**config.mk**
```make
export PLATFORM = sky130hd
export DESIGN_NAME = fp32_sub_seq
export DESIGN_NICKNAME = d
export VERILOG_FILES = /design/src/rtl/fp32_sub_seq.sv
export SDC_FILE = /design/constraint.sdc
export NUM_CORES = 1
export LEC_CHECK = 0
export ABC_AREA = 0
export ABC_CLOCK_PERIOD_IN_PS = 16400
export CAP_MARGIN = 5
export CORE_MARGIN = 2
export CORE_UTILIZATION = 40
export DETAILED_ROUTE_END_ITERATION = 12
export GPL_ROUTABILITY_DRIVEN = 0
export SETUP_SLACK_MARGIN = 0.3
export SYNTH_ARGS = -nofsm -noshare
export SYNTH_HDL_FRONTEND = slang
export SYNTH_SLANG_ARGS = --single-unit
```
**constraint.sdc**
```tcl
create_clock -name clk -period 16.4 [get_ports clk]
set_clock_uncertainty 0.15 [all_clocks]
set_input_delay 2.46 -clock clk [delete_from_list [all_inputs] [get_ports clk]]
set_output_delay 2.46 -clock clk [all_outputs]
set_load 0.01 [all_outputs]
```
**src/rtl/fp32_sub_seq.sv**
```systemverilog
// =============================================================================
// Module      : fp32_sub_seq
// Description : Multi-cycle FP32 subtractor (a - b), fixed 5-cycle latency, RNE, DAZ/FTZ.
// Revision    : 1.0 - initial release
// =============================================================================
`default_nettype none

module fp32_sub_seq (
    input  logic        clk,
    input  logic        rst_n,
    input  logic        start,
    input  logic [31:0] a,
    input  logic [31:0] b,
    output logic        busy,
    output logic        done,
    output logic [31:0] result,
    output logic        overflow,
    output logic        underflow
);

    localparam logic [31:0] C_QNAN = 32'h7FC0_0000;

    typedef enum logic [2:0] {
        S_IDLE   = 3'd0,
        S_UNPACK = 3'd1,
        S_ALIGN  = 3'd2,
        S_ADDSUB = 3'd3,
        S_NORM   = 3'd4,
        S_ROUND  = 3'd5
    } state_t;

    state_t r_state, w_next;

    logic [31:0] r_a, r_b;
    logic        r_sx, r_sy, r_spec;
    logic [7:0]  r_ex, r_ey;
    logic [26:0] r_mx, r_my;
    logic [31:0] r_spec_val;
    logic        r_sl, r_ss;
    logic [7:0]  r_el;
    logic [26:0] r_ml, r_ms;
    logic [27:0] r_sum;
    logic [7:0]  r_se;
    logic        r_ssign;
    logic [26:0] r_nm;
    logic [9:0]  r_ne;
    logic        r_nsign, r_nzero;
    logic [31:0] r_result;
    logic        r_ovf, r_unf;

    // ---------------- FSM ----------------
    always_ff @(posedge clk or negedge rst_n) begin
        if (!rst_n) r_state <= S_IDLE;
        else        r_state <= w_next;
    end

    always_comb begin
        w_next = r_state;
        case (r_state)
            S_IDLE:   if (start) w_next = S_UNPACK;
            S_UNPACK: w_next = S_ALIGN;
            S_ALIGN:  w_next = S_ADDSUB;
            S_ADDSUB: w_next = S_NORM;
            S_NORM:   w_next = S_ROUND;
            S_ROUND:  w_next = S_IDLE;
            default:  w_next = S_IDLE;
        endcase
    end

    // ---------------- UNPACK ----------------
    logic        w_sa, w_sb, w_a_zero, w_b_zero, w_a_inf, w_b_inf, w_a_nan, w_b_nan;
    logic [7:0]  w_ea, w_eb;
    logic [22:0] w_fa, w_fb;
    logic        w_spec;
    logic [31:0] w_spec_val;

    assign w_sa     = r_a[31];
    assign w_sb     = ~r_b[31];
    assign w_ea     = r_a[30:23];
    assign w_eb     = r_b[30:23];
    assign w_fa     = r_a[22:0];
    assign w_fb     = r_b[22:0];
    assign w_a_zero = (w_ea == 8'd0);
    assign w_b_zero = (w_eb == 8'd0);
    assign w_a_inf  = (w_ea == 8'hFF) && (w_fa == 23'd0);
    assign w_b_inf  = (w_eb == 8'hFF) && (w_fb == 23'd0);
    assign w_a_nan  = (w_ea == 8'hFF) && (w_fa != 23'd0);
    assign w_b_nan  = (w_eb == 8'hFF) && (w_fb != 23'd0);

    always_comb begin
        w_spec     = 1'b1;
        w_spec_val = C_QNAN;
        if (w_a_nan || w_b_nan)
            w_spec_val = C_QNAN;
        else if (w_a_inf && w_b_inf)
            w_spec_val = (w_sa == w_sb) ? {w_sa, 8'hFF, 23'd0} : C_QNAN;
        else if (w_a_inf)
            w_spec_val = {w_sa, 8'hFF, 23'd0};
        else if (w_b_inf)
            w_spec_val = {w_sb, 8'hFF, 23'd0};
        else if (w_a_zero && w_b_zero)
            // Signed-zero sum: only (-0) + (-0) keeps the minus sign.
            w_spec_val = {w_sa & w_sb, 31'd0};
        else
            w_spec = 1'b0;
    end

    // ---------------- ALIGN ----------------
    logic        w_x_ge, w_sl, w_ss;
    logic [7:0]  w_el, w_es, w_d;
    logic [26:0] w_ml, w_ms_raw, w_msh, w_mask;

    assign w_x_ge   = {r_ex, r_mx} >= {r_ey, r_my};
    assign w_sl     = w_x_ge ? r_sx : r_sy;
    assign w_ss     = w_x_ge ? r_sy : r_sx;
    assign w_el     = w_x_ge ? r_ex : r_ey;
    assign w_es     = w_x_ge ? r_ey : r_ex;
    assign w_ml     = w_x_ge ? r_mx : r_my;
    assign w_ms_raw = w_x_ge ? r_my : r_mx;
    assign w_d      = w_el - w_es;

    always_comb begin
        w_mask = 27'd0;
        if (w_d >= 8'd27) begin
            w_msh = {26'd0, |w_ms_raw};
        end else begin
            w_msh    = w_ms_raw >> w_d;
            w_mask   = (27'd1 << w_d) - 27'd1;
            w_msh[0] = w_msh[0] | (|(w_ms_raw & w_mask));
        end
    end

    // ---------------- NORM ----------------
    logic [4:0]  w_lzc;
    logic        w_found;
    logic [26:0] w_nm;
    logic [9:0]  w_ne;

    always_comb begin
        w_lzc   = 5'd0;
        w_found = 1'b0;
        for (int i = 26; i >= 0; i--) begin
            if (!w_found) begin
                if (r_sum[i]) w_found = 1'b1;
                else          w_lzc   = w_lzc + 5'd1;
            end
        end
    end

    always_comb begin
        if (r_sum[27]) begin
            w_nm = {r_sum[27:2], r_sum[1] | r_sum[0]};
            w_ne = {2'b00, r_se} + 10'd1;
        end else begin
            w_nm = r_sum[26:0] << w_lzc;
            w_ne = {2'b00, r_se} - {5'd0, w_lzc};
        end
    end

    // ---------------- ROUND ----------------
    logic        w_rup, w_ovf, w_unf;
    logic [24:0] w_mant25;
    logic [9:0]  w_re;
    logic [22:0] w_frac;
    logic [31:0] w_res;

    assign w_rup    = r_nm[2] & (r_nm[1] | r_nm[0] | r_nm[3]);
    assign w_mant25 = {1'b0, r_nm[26:3]} + {24'd0, w_rup};
    assign w_re     = r_ne + (w_mant25[24] ? 10'd1 : 10'd0);
    assign w_frac   = w_mant25[24] ? w_mant25[23:1] : w_mant25[22:0];

    always_comb begin
        w_res = {r_nsign, w_re[7:0], w_frac};
        w_ovf = 1'b0;
        w_unf = 1'b0;
        if (r_spec) begin
            w_res = r_spec_val;
        end else if (r_nzero) begin
            w_res = 32'd0;
        end else if (!w_re[9] && (w_re >= 10'd255)) begin
            w_res = {r_nsign, 8'hFF, 23'd0};
            w_ovf = 1'b1;
        end else if (w_re[9] || (w_re == 10'd0)) begin
            w_res = {r_nsign, 31'd0};
            w_unf = 1'b1;
        end
    end

    // ---------------- datapath registers ----------------
    always_ff @(posedge clk or negedge rst_n) begin
        if (!rst_n) begin
            r_a <= 32'd0;  r_b <= 32'd0;
            r_sx <= 1'b0;  r_sy <= 1'b0;  r_ex <= 8'd0;  r_ey <= 8'd0;
            r_mx <= 27'd0; r_my <= 27'd0; r_spec <= 1'b0; r_spec_val <= 32'd0;
            r_sl <= 1'b0;  r_ss <= 1'b0;  r_el <= 8'd0;  r_ml <= 27'd0; r_ms <= 27'd0;
            r_sum <= 28'd0; r_se <= 8'd0; r_ssign <= 1'b0;
            r_nm <= 27'd0; r_ne <= 10'd0; r_nsign <= 1'b0; r_nzero <= 1'b0;
            r_result <= 32'd0; r_ovf <= 1'b0; r_unf <= 1'b0;
        end else begin
            case (r_state)
                S_IDLE: if (start) begin
                    r_a <= a;
                    r_b <= b;
                end
                S_UNPACK: begin
                    r_sx       <= w_sa;
                    r_sy       <= w_sb;
                    r_ex       <= w_ea;
                    r_ey       <= w_eb;
                    r_mx       <= w_a_zero ? 27'd0 : {1'b1, w_fa, 3'b000};
                    r_my       <= w_b_zero ? 27'd0 : {1'b1, w_fb, 3'b000};
                    r_spec     <= w_spec;
                    r_spec_val <= w_spec_val;
                end
                S_ALIGN: begin
                    r_sl <= w_sl;
                    r_ss <= w_ss;
                    r_el <= w_el;
                    r_ml <= w_ml;
                    r_ms <= w_msh;
                end
                S_ADDSUB: begin
                    r_sum   <= (r_sl == r_ss) ? ({1'b0, r_ml} + {1'b0, r_ms})
                                              : ({1'b0, r_ml} - {1'b0, r_ms});
                    r_se    <= r_el;
                    r_ssign <= r_sl;
                end
                S_NORM: begin
                    r_nm    <= w_nm;
                    r_ne    <= w_ne;
                    r_nsign <= r_ssign;
                    r_nzero <= (r_sum == 28'd0);
                end
                S_ROUND: begin
                    r_result <= w_res;
                    r_ovf    <= w_ovf;
                    r_unf    <= w_unf;
                end
                default: ;
            endcase
        end
    end

    // Result is presented live in the ROUND cycle and held afterwards.
    always_comb begin
        busy      = (r_state != S_IDLE);
        done      = (r_state == S_ROUND);
        result    = done ? w_res : r_result;
        overflow  = done ? w_ovf : r_ovf;
        underflow = done ? w_unf : r_unf;
    end

endmodule

`default_nettype wire

```
==> results.json <==
{
  "outcome": "completed",
  "ys_async_sr_fraction": 1.00,
  "synth_fp_nets": 2707,
  "rsz0062_at_grt": "true",
  "grt_pass1_wl_um": 98400,
  "relSlewSlack": 0.153,
  "vias": 19400,
  "insertion_delay_ns": 0.56,
  "core-area_mm2": 0.0537,
  "layout.nets": 2810,
  "setup_viol": 0,
  "r2r-start": "r_sum[26]",
  "die_y_um": 237,
  "netlist_instances": 2546,
  "drive_gt1_frac": 0.141,
  "yosys_warnings": 0,
  "crit_required_ns": 16.66,
  "place_hpwl_um": 45300,
  "h-tree-depth": 2,
  "hold_ws_ns": 0.316,
  "cap_violations": 0,
  "antenna_found_initial": 0,
  "min_period_over_period": 0.972,
  "first_pass_iters": 5,
  "fill_cells": 5128,
  "initial_core_util": 0.404,
  "crit_type": "flip-flop to flip-flop",
  "critPathMaxStageDelay_ns": 0.49,
  "hold_viol": 0,
  "synth_top_cell_area_share": 0.355,
  "routed_wl_um": 61500,
  "final_common_cell": "nand2_1",
  "min_period_ns": 15.94,
  "postRouteAntennaNets": 0,
  "register_area_mm2": 0.00771,
  "tritoncts": "done",
  "cp_slowest_cell": "xnor3_2",
  "syn-cell-area_mm2": 0.0217,
  "routed_via_density": 5.74,
  "grt_remaining_overflow": 0,
  "grt_pass1_vias": 18600,
  "yosysTopAreaCell": "dfrtp_1",
  "arrival_ns": 16.20,
  "drtIter0Drc": 1329,
  "slew_viol_final": 0,
  "die_x_um": 237,
  "crit_start": "r_sum[26]",
  "cts_made_buffers": 36,
  "final_cell_mix": "nand2_1, dfrtp_1, o21ai_0",
  "seq_area_frac_synth": 0.355,
  "synth-main-ff-cell": "dfrtp_1",
  "cts_buffer_depth": 3,
  "tightest_slew_ns": 1.26,
  "ys_types": 93,
  "worstReg2RegEnd": "r_ne[6]",
  "areaGrowthSynthToFinish_pct": 18.7,
  "clock.fmax_mhz": 62.7,
  "cts_hold_buffers": 0,
  "crit_end": "r_ne[6]",
  "grt_max_degree": 108,
  "end_kind": "flip-flop",
  "numPortBuffers": 102,
  "ys_ff_latch": 308,
  "diodes": 0,
  "synth_area_per_cell_um2": 8.53,
  "clock-sinks": 308,
  "num_rows": 85,
  "drc": 0,
  "synth_edf_count": 0,
  "multi_input_area_mm2": 0.0137,
  "hold_class": "flip-flop to flip-flop",
  "critPathMaxFanout": 2,
  "ys_top_cells_by_area": "dfrtp_1, nand2_1, mux2i_1",
  "track_usage": 0.213,
  "pin_count": 103,
  "crit_path_start_kind": "flip-flop",
  "cts.root.buffer_cell": "clkbuf_16",
  "r2r_slack_ns": 0.46,
  "r2r_cells": 92,
  "path_clk_slew_ns": 0.06,
  "dieArea_mm2": 0.0561,
  "wl_per_cell_um": 18.2
}
==> Yosys cell counts, types with 37 or more instances <==
library cell,count
dfrtp_1,308
a21oi_1,123
nand2_1,444
mux2_2,90
mux2i_1,126
inv_1,92
nor2_1,173
nor3_1,57
clkbuf_1,116
xnor2_1,81
o21ai_0,195
ha_1,92
a31oi_1,51
xor2_1,43
nand3_1,49
o22ai_1,37
==> per-layer routing <==
metal	wire length (um)	track usage
met1	27900	0.287
met5	0	0
met2	29300	0.359
met4	1660	0.0650
met3	2560	0.0268
==> cell families (layout without fill, tap and decap cells) <==
group / Yosys count / after routing / synth area share
AO/OA/AOI/OAI: 635 / 635 / 0.184
buffers and inverters: 235 / 365 / 0.0419
XOR/XNOR: 136 / 136 / 0.0619
flip-flops: 308 / 308 / 0.355
AND/OR/NAND/NOR: 917 / 917 / 0.194
adder cells (fa/ha/maj): 98 / 98 / 0.0567
multiplexers: 217 / 217 / 0.106
==> worst max-delay path, delay by kind of cell (launching register included) <==
kind / cells / cell delay (ns)
XOR/XNOR: 2 / 0.70
multiplexers: 8 / 1.15
flip-flops: 1 / 0.39
AO/OA/AOI/OAI: 24 / 3.20
buffers and inverters: 7 / 0.59
AND/OR/NAND/NOR: 26 / 2.73
adder cells (fa/ha/maj): 25 / 6.86
==> what timing repair did <==
| item | 4_1_cts | 5_1_grt |
|---|---|---|
| pin swaps | 4 | 80 |
| buffers inserted | 4 | 19 |
| setup endpoints to repair | 35 | 36 |
| resized for setup | 17 | 109 |
| gates cloned | 0 | 2 |
==> sequential cells by signal (all words and copies together), names as in the netlist, 10 cells and up <==
| signal | flops |
|---|---|
| r_mx | 24 |
| r_my | 24 |
| r_sum | 28 |
| r_ml | 24 |
| r_ms | 27 |
| r_b | 32 |
| r_a | 32 |
| r_result | 32 |
| r_ne | 10 |
| r_nm | 27 |
==> area by class of cell <==
cell class,instances,share of cell area
Clock buffer,47,0.0398
Clock inverter,18,0.00908
Timing Repair Buffer,204,0.0725
Multi-Input combinational cell,2003,0.531
Tap cell,696,0.0338
Sequential cell,308,0.299
Inverter,96,0.0144
==> per-stage QoR <==
step / setup slack (ns) / area [um^2] / TNS (ns) / instances / util
final: 0.457 / 25800 / 0 / 3372 / 0.480
after global routing: -0.363 / 25800 / -6.22 / 3372 / 0.480
after CTS: 0.0290 / 25100 / 0 / 3351 / 0.467
after detailed placement: -0.314 / 23700 / -4.52 / 3282 / 0.442
after global placement: 0.244 / 23700 / 0 / 3282 / 0.442
after floorplan: 0.316 / 21700 / 0 / 2546 / -
==> worst min path at each step <==
stage | from | endpoint | cells past startpoint
5_1_grt | r_result[0] | r_result[0] | 2
4_1_cts | r_result[0] | r_result[0] | 2
3_3_place_gp | r_ssign | r_nsign | 2
3_5_place_dp | r_result[0] | r_result[0] | 2
2_1_floorplan | r_ssign | r_nsign | 2
6_report | r_result[0] | r_result[0] | 2
Power is left out: the tool's default activity adds up to more than one toggle a clock period on the data nets, which glitch-free logic cannot reach.
